File: src/rtl/reu_pkg.sv
// Shared definitions for the REU address/length register bank: register offsets,
//   reset constants and $DF0A fix-bit positions.
// No logic of its own; no timing or flow-control behaviour.
package reu_pkg;

  // Register offsets within $DF00-$DF0F
  localparam logic [3:0] REG_CALO    = 4'h2;
  localparam logic [3:0] REG_CAHI    = 4'h3;
  localparam logic [3:0] REG_REUALO  = 4'h4;
  localparam logic [3:0] REG_REUAHI  = 4'h5;
  localparam logic [3:0] REG_BANK    = 4'h6;
  localparam logic [3:0] REG_LENLO   = 4'h7;
  localparam logic [3:0] REG_LENHI   = 4'h8;
  localparam logic [3:0] REG_ADDRCTL = 4'hA;

  // Length resets to $FFFF; a live length of $0000 means 65536 bytes
  localparam logic [15:0] LEN_RESET = 16'hFFFF;
  localparam logic [15:0] LEN_ONE   = 16'h0001;

  // Undriven / unimplemented bits read back as 1
  localparam logic [7:0] OPEN_BUS = 8'hFF;

  // Bit positions of the fix flags in $DF0A
  localparam int FIX_CA_BIT   = 7;
  localparam int FIX_REUA_BIT = 6;

  // Build the $DF0A readback byte: fix flags in place, all other bits high
  function automatic logic [7:0] ctl_readback(input logic fix_ca, input logic fix_reua);
    logic [7:0] r;
    r               = OPEN_BUS;
    r[FIX_CA_BIT]   = fix_ca;
    r[FIX_REUA_BIT] = fix_reua;
    return r;
  endfunction

endpackage

File: src/rtl/reu_reload_counter.sv
// Counter with autoload shadow: byte-lane CPU load, step up/down, force-set, reload.
// Latency: one falling clock edge for every update; value is a plain register output.
// Backpressure: none; every event is accepted on the edge where it is presented.
//
// Ports:
//   clk, rst_n     falling-edge clock, async active-low reset (live and shadow -> RST)
//   wr_lane/wr_dat per-byte CPU write; loads live and shadow bits of the lane
//   step           increment (UP=1) or decrement (UP=0), wrapping at 2^W
//   set/set_val    force live value (below reload in priority)
//   reload         copy shadow into live value (highest counter priority)
//   value          live counter value
module reu_reload_counter #(
  parameter int         W   = 16,
  parameter bit         UP  = 1'b1,
  parameter logic [W-1:0] RST = '0
) (
  input  logic                   clk,
  input  logic                   rst_n,
  input  logic [(W+7)/8-1:0]     wr_lane,
  input  logic [7:0]             wr_dat,
  input  logic                   step,
  input  logic                   set,
  input  logic [W-1:0]           set_val,
  input  logic                   reload,
  output logic [W-1:0]           value
);

  localparam logic [W-1:0] ONE = W'(1);

  logic [W-1:0] shadow;
  logic [W-1:0] cnt_nxt;
  logic [W-1:0] bit_wr;
  logic [W-1:0] bit_dat;

  // Spread the byte-lane strobes and write byte across the W bits
  for (genvar i = 0; i < W; i++) begin : g_lane
    assign bit_wr[i]  = wr_lane[i/8];
    assign bit_dat[i] = wr_dat[i%8];
  end

  always_comb begin
    cnt_nxt = value;
    if (reload)
      cnt_nxt = shadow;
    else if (set)
      cnt_nxt = set_val;
    else if (step)
      cnt_nxt = UP ? (value + ONE) : (value - ONE);
  end

  // A CPU write owns its byte lane; untouched lanes follow the counter result
  always_ff @(negedge clk or negedge rst_n) begin
    if (!rst_n) begin
      value  <= RST;
      shadow <= RST;
    end else begin
      value  <= (cnt_nxt & ~bit_wr) | (bit_dat & bit_wr);
      shadow <= (shadow  & ~bit_wr) | (bit_dat & bit_wr);
    end
  end

endmodule

File: src/rtl/reu_addr_counters.sv
// REU address/length register bank: C64 address, REU address+bank, length, each with shadow.
// Latency: counters/registers update on falling PHI2; RegDout and Length1 are combinational.
// Backpressure: none; sequencer pulses and CPU writes are always accepted.
//
// Ports:
//   PHI2, nRESET         clock (falling-edge updates), async active-low reset
//   RegAddr/RegDin/RegWR CPU register access at $DF02-$DF0A; RegDout readback
//   Autoload             reload from shadows at XferEnd instead of finalising
//   NextCA/NextREUA      step C64 address / REU address + length
//   XferEnd              last transfer cycle
//   CA/REUA/REUBank      DMA address buses
//   FixCA/FixREUA        address hold flags from $DF0A
//   Length1              live length equals 1
module reu_addr_counters
  import reu_pkg::*;
#(
  parameter int BANK_BITS = 3
) (
  input  logic                 PHI2,
  input  logic                 nRESET,
  input  logic [3:0]           RegAddr,
  input  logic [7:0]           RegDin,
  input  logic                 RegWR,
  output logic [7:0]           RegDout,
  input  logic                 Autoload,
  input  logic                 NextCA,
  input  logic                 NextREUA,
  input  logic                 XferEnd,
  output logic [15:0]          CA,
  output logic [15:0]          REUA,
  output logic [BANK_BITS-1:0] REUBank,
  output logic                 FixCA,
  output logic                 FixREUA,
  output logic                 Length1
);

  localparam int RW = 16 + BANK_BITS;

  logic [RW-1:0] reu_full;
  logic [15:0]   len;

  logic wr_calo, wr_cahi, wr_reualo, wr_reuahi, wr_bank, wr_lenlo, wr_lenhi, wr_ctl;

  assign wr_calo   = RegWR && (RegAddr == REG_CALO);
  assign wr_cahi   = RegWR && (RegAddr == REG_CAHI);
  assign wr_reualo = RegWR && (RegAddr == REG_REUALO);
  assign wr_reuahi = RegWR && (RegAddr == REG_REUAHI);
  assign wr_bank   = RegWR && (RegAddr == REG_BANK);
  assign wr_lenlo  = RegWR && (RegAddr == REG_LENLO);
  assign wr_lenhi  = RegWR && (RegAddr == REG_LENHI);
  assign wr_ctl    = RegWR && (RegAddr == REG_ADDRCTL);

  logic reload, finalise;
  assign reload   = XferEnd && Autoload;
  // Without autoload the transfer ends with length parked at 1, not decremented
  assign finalise = XferEnd && !Autoload;

  reu_reload_counter #(.W(16), .UP(1'b1), .RST(16'h0000)) u_ca (
    .clk     (PHI2),
    .rst_n   (nRESET),
    .wr_lane ({wr_cahi, wr_calo}),
    .wr_dat  (RegDin),
    .step    (NextCA && !FixCA),
    .set     (1'b0),
    .set_val (16'h0000),
    .reload  (reload),
    .value   (CA)
  );

  // Bank sits directly above REUA so the REUA carry increments it and it wraps naturally
  reu_reload_counter #(.W(RW), .UP(1'b1), .RST('0)) u_reua (
    .clk     (PHI2),
    .rst_n   (nRESET),
    .wr_lane ({wr_bank, wr_reuahi, wr_reualo}),
    .wr_dat  (RegDin),
    .step    (NextREUA && !FixREUA),
    .set     (1'b0),
    .set_val ('0),
    .reload  (reload),
    .value   (reu_full)
  );

  // Length always steps on NextREUA, even when the REU address is held
  reu_reload_counter #(.W(16), .UP(1'b0), .RST(LEN_RESET)) u_len (
    .clk     (PHI2),
    .rst_n   (nRESET),
    .wr_lane ({wr_lenhi, wr_lenlo}),
    .wr_dat  (RegDin),
    .step    (NextREUA),
    .set     (finalise),
    .set_val (LEN_ONE),
    .reload  (reload),
    .value   (len)
  );

  assign REUA    = reu_full[15:0];
  assign REUBank = reu_full[16 +: BANK_BITS];
  assign Length1 = (len == LEN_ONE);

  always_ff @(negedge PHI2 or negedge nRESET) begin
    if (!nRESET) begin
      FixCA   <= 1'b0;
      FixREUA <= 1'b0;
    end else if (wr_ctl) begin
      FixCA   <= RegDin[FIX_CA_BIT];
      FixREUA <= RegDin[FIX_REUA_BIT];
    end
  end

  always_comb begin
    RegDout = OPEN_BUS;
    case (RegAddr)
      REG_CALO:    RegDout = CA[7:0];
      REG_CAHI:    RegDout = CA[15:8];
      REG_REUALO:  RegDout = REUA[7:0];
      REG_REUAHI:  RegDout = REUA[15:8];
      REG_BANK:    RegDout = {{(8-BANK_BITS){1'b1}}, REUBank};
      REG_LENLO:   RegDout = len[7:0];
      REG_LENHI:   RegDout = len[15:8];
      REG_ADDRCTL: RegDout = ctl_readback(FixCA, FixREUA);
      default:     RegDout = OPEN_BUS;
    endcase
  end

endmodule
File: config.mk
export PLATFORM = sky130hd
export DESIGN_NAME = reu_addr_counters
export DESIGN_NICKNAME = d
export VERILOG_FILES = /design/src/rtl/reu_pkg.sv /design/src/rtl/reu_reload_counter.sv /design/src/rtl/reu_addr_counters.sv
export SDC_FILE = /design/constraint.sdc
export NUM_CORES = 1
export LEC_CHECK = 0
export CORE_MARGIN = 3
export CORE_UTILIZATION = 52
export CTS_CLUSTER_DIAMETER = 80
export DETAILED_ROUTE_END_ITERATION = 10
export PLACE_DENSITY_LB_ADDON = 0.08
export SLEW_MARGIN = 20
export SYNTH_ARGS = -nofsm -noshare
export SYNTH_HDL_FRONTEND = slang
export SYNTH_SLANG_ARGS = --single-unit
File: constraint.sdc
create_clock -name PHI2 -period 2.5 [get_ports PHI2]
set_clock_uncertainty 0.05 [all_clocks]
set_input_delay 0.625 -clock PHI2 [delete_from_list [all_inputs] [get_ports PHI2]]
set_output_delay 0.625 -clock PHI2 [all_outputs]
set_load 0.02 [all_outputs]
==> results of run 1 <==
[cell usage after synthesis, types with 5 or more instances]
master    number
a21oi_1       33
a22oi_1       10
a31oi_1       19
and2_1         5
and3_1         8
buf_1          6
clkbuf_1      38
dfrtn_1       72
dfstp_2       32
inv_1         11
mux2_2        12
mux2i_1        9
nand2_1      168
nand2b_1       8
nand3_1       24
nand3b_1       7
nand4_1       11
nor2_1        51
nor2b_1        5
nor3_1        15
nor4_1         8
o211ai_1       8
o21ai_0       53
o31ai_1        6
or3_1          5
xnor2_1       14
xor2_1        18
[through the flow]
stage	setup TNS (ns)	hold slack [ns]	utilization	area, µm²
2_1_floorplan	-54.50	0.3440	-	6855
3_3_place_gp	-146.96	0.3579	0.7761	8635
3_5_place_dp	-149.70	0.3708	0.7761	8635
4_1_cts	-56.62	0.3746	0.9416	10480
[cell families after synthesis]
family                   count (synthesis)  share of synthesized area
multiplexers                            21                    0.03715
AO/OA/AOI/OAI                          170                     0.1746
AND/OR/NAND/NOR                        336                     0.2605
XOR/XNOR                                32                    0.04623
adder cells (fa/ha/maj)                  4                   0.008256
flip-flops                             104                     0.4359
buffers and inverters                   59                    0.03736
[timing repair]
action / CTS
endpoints found under the setup margin: 150
cloned: 5
pin swaps: 115
setup buffers: 71
hold endpoints to repair: 0
gates resized for setup: 546
==> impl_results.md, run 1 <==
* Post-CTS Hold Buffers at 0
* Initial core utilization at 0.5449
* Clock buffer depth at 2
* Core Rows at 38
* Seq cells post-synth at 104
* Syn nets at 749
* Clock Sink Count at 104
* Vert. Die Dim at 114.0 µm
* CTS Buf Count at 9
* Port Buffer Count at 64
* Synth area leader: dfrtn_1
* Routability congestion estimate from global placement at 0.9586
* Asr flop ratio synth at 1.000
* Share of the synthesized area in the top cell type at 0.2972
* Mean area per synthesized cell at 8.350 µm²
* Netlist cell types at 66
* H-Tree Depth at 3
* Placed insts at 1069
* Last stage reached: 5_1_grt
* Status: aborted with a tool error
* Worst EP kind: primary output
* Die Wd at 114.0 µm
* Sequential area share after synthesis at 0.4359
* Largest net degree at the start of global routing at 36
* Top_reg_cell synth: dfrtn_1
* Cell count after synthesis at 726
* I/O Pins at 65
* YS warnings at 0
* Stop err: [ERROR DPL-0038] Utilization greater than 100%, impossible to legalize
* Post-Syn Area at 6062 µm²
* Post-synth EDFFs at 0
* Worst_ep grt: Length1
* DP Worst Slack at -1.534 ns
* Synth area leaders: dfrtn_1 30%, dfstp_2 14%, nand2_1 10%
* Clock Tree Root: clkbuf_16
* DP Wirelength at 17030 µm
==> inputs of run 2 (changes only) <==
Settings changed: CORE_UTILIZATION 52 to 40, CTS_CLUSTER_DIAMETER 80 to default, PLACE_DENSITY_LB_ADDON 0.08 to 0.15.
Clock period 2.5 ns to 3.2 ns, I/O delays scaled along.
==> impl_results.md, run 2 <==
* Top_reg_cell synth: dfrtn_1
* Status: finished, violations left
* Initial core utilization at 0.4124 (-0.1325)
* CP startpoint kind: flip-flop
* Final Hold Fails at 0
* Worst-Skew Late Latency at 0.41 ns
* Detailed-router iteration count before antenna repair at 5
* Synth area leaders: dfrtn_1 30%, dfstp_2 14%, nand2_1 10%
* Asr flop ratio synth at 1.000 (unchanged)
* Clock Sink Count at 104 (unchanged)
* Seq cells post-synth at 104 (unchanged)
* Cell count after synthesis at 726 (unchanged)
* Multi-input logic area at 4374 µm²
* Clock buffer depth at 2 (unchanged)
* Power Dens Cells at 553.8 nW/µm²
* CP Capture Type: output port
* Max Transition Viols Final at 0
* YS warnings at 0 (unchanged)
* Sequential area share after synthesis at 0.4359 (unchanged)
* DR vias at 7552
* Synth area leader: dfrtn_1
* Storage element area at 2643 µm²
* VDD IR max at 437.9 µV
* Max transition margin at 0.5825
* Fillers at 943
* Failing checks: negative setup slack
* Hold Path Class: reg -> reg
* Initial antenna violation count at 0
* Slew @ Worst Pin at 0.6206 ns
* DP Worst Slack at -1.361 ns (+0.1733 ns)
* Metal2 WL at 13290 µm
* Die Wd at 129.1 µm (+13%)
* Syn nets at 749 (unchanged)
* DR iter-0 viols at 819
* Power Total at 6.204 mW
* RSZ-0062 raised after global routing: yes
* Final Hold Slack at 0.3757 ns
* Post-route ant nets at 0
* Routability congestion estimate from global placement at 0.9550 (-0.38%)
* Top sig layer: met4
* Largest net degree at the start of global routing at 57
* Vias per cell at 6.037
* Post-synth EDFFs at 0 (unchanged)
* Commonest non-fill, non-tap cells in the layout: 160 x buf_4, 132 x buf_6, 90 x nand2_1
* Post-Syn Area at 6062 µm² (unchanged)
* Total track usage at 0.3120
* CTS tree: built
* Worst Path Arrival at 3.68 ns
* Port Buffer Count at 64 (unchanged)
* Core Region at 14700 µm²
* Top-count cell post-synth: nand2_1
* Leakage at 5.230 nW
* Most common cell after layout, fill and taps aside: buf_4
* Core Rows at 44 (+16%)
* Hold Path Cell Cnt at 2
* Share of layout cells above drive strength 1 at 0.5576
* Mean area per synthesized cell at 8.350 µm² (unchanged)
* Final net count at 1085
* DP Wirelength at 16410 µm (-3.7%)
* Final Cell Area at 11200 µm²
* CP required at 2.35 ns
* Netlist cell types at 66 (unchanged)
* Gr ovfl total at 0
* Share of the synthesized area in the top cell type at 0.2972 (unchanged)
* Placed cell areas at 8413 µm² (-2.6%)
* H-Tree Depth at 3 (unchanged)
* Vias in the first global route at 7109
* CTS Buf Count at 9 (unchanged)
* Vert. Die Dim at 129.1 µm (+13%)
* First-pass GRT wire length at 39700 µm
* Final Util at 0.7621
* M1 wire length at 10990 µm
* Clock Tree Root: clkbuf_16
* Top post-synthesis cells by count: 168 x nand2_1, 72 x dfrtn_1, 53 x o21ai_0
* Area Overhead vs Synth at 84.79%
* WS Path Type: reg -> out
* # DRC at 0
* I/O Pins at 65 (unchanged)
* DR WL met3 at 2348 µm
* Worst Path Max Fanout at 2
* Drt total wl at 28030 µm
* R2R depth at 7
* WL/cell at 22.41 µm
* Diodes inserted at 0
* MaxCap Viol Count at 0
* Final worst setup slack at -1.325 ns
* Final setup violating endpoints at 149
* Die area at 16670 µm²
* Post-CTS Hold Buffers at 0 (unchanged)
* Clk slew on worst S/H paths at 0.05 ns
run 2: final timing paths:
kind | from | to | slack (ns)
min | flip-flop | flip-flop | 0.38
min reg2reg | flip-flop | flip-flop | 0.38
min in group asynchronous | nRESET | async pin | 1.87
max reg2reg | flip-flop | flip-flop | 0.71
max in group asynchronous | nRESET | async pin | 0.82
max | u_len.value[3]$_DFF_NN1_ | Length1 | -1.33
run 2: cell families (layout without fill, tap and decap cells):
| logic type | Yosys count | in the layout | share of synthesized area |
|---|---|---|---|
| and+or+nand+nor | 336 | 343 | 0.2605 |
| muxes | 21 | 21 | 0.03715 |
| xor gates and xnor gates | 32 | 32 | 0.04623 |
| adders and majority gates | 4 | 4 | 0.008256 |
| AOI/OAI and AO/OA | 170 | 170 | 0.1746 |
| DFF | 104 | 104 | 0.4359 |
| buffers and inverters | 59 | 393 | 0.03736 |
run 2: area by class of cell:
type | instances | share of cell area
clock buffers | 10 | 0.02044
clock inverters | 38 | 0.02066
inverters | 10 | 0.003686
multi-input cells | 570 | 0.3905
flip-flops and latches | 104 | 0.2359
well taps | 184 | 0.02055
repair buffers | 335 | 0.3083
run 2: routing by layer:
metal | up-vias | track usage
met1 | 3746 | 0.4227
li1 | 3245 | -
met4 | 0 | 0.1099
met2 | 454 | 0.5037
met3 | 107 | 0.05688
met5 | - | 0
run 2: worst max-delay path: stages, from the launching register on:
cell and delay (ns):
dfstp_2 0.36, or4_4 0.53, or3_4 0.35, nor2_2 0.09, and4_4 0.22, buf_6 0.11
run 2: where the power goes:
part | leakage, nW | switching [mW] | total [mW] | internal, mW
Sequential | 1.23 | 0.274 | 1.96 | 1.68
Clock | 0.339 | 0.632 | 1.45 | 0.821
Combinational | 3.66 | 1.35 | 2.79 | 1.44
Total | 5.23 | 2.26 | 6.20 | 3.94
run 2: repair_timing:
| action | 4_1_cts | 5_1_grt |
|---|---|---|
| setup buffers | 75 | 59 |
| pin swaps | 93 | 49 |
| resized for setup | 519 | 111 |
| cloned | 13 | 1 |
| setup endpoints to repair | 150 | 149 |
run 2: stage by stage:
stage               setup TNS, ns  cells
floorplan                  -34.71    726
CTS                        -28.93   1204
detailed placement        -126.83   1077
finish                     -36.35   1251
global route               -39.91   1251
global placement          -124.04   1077
No activity file was read; power rests on OpenSTA's default activity.
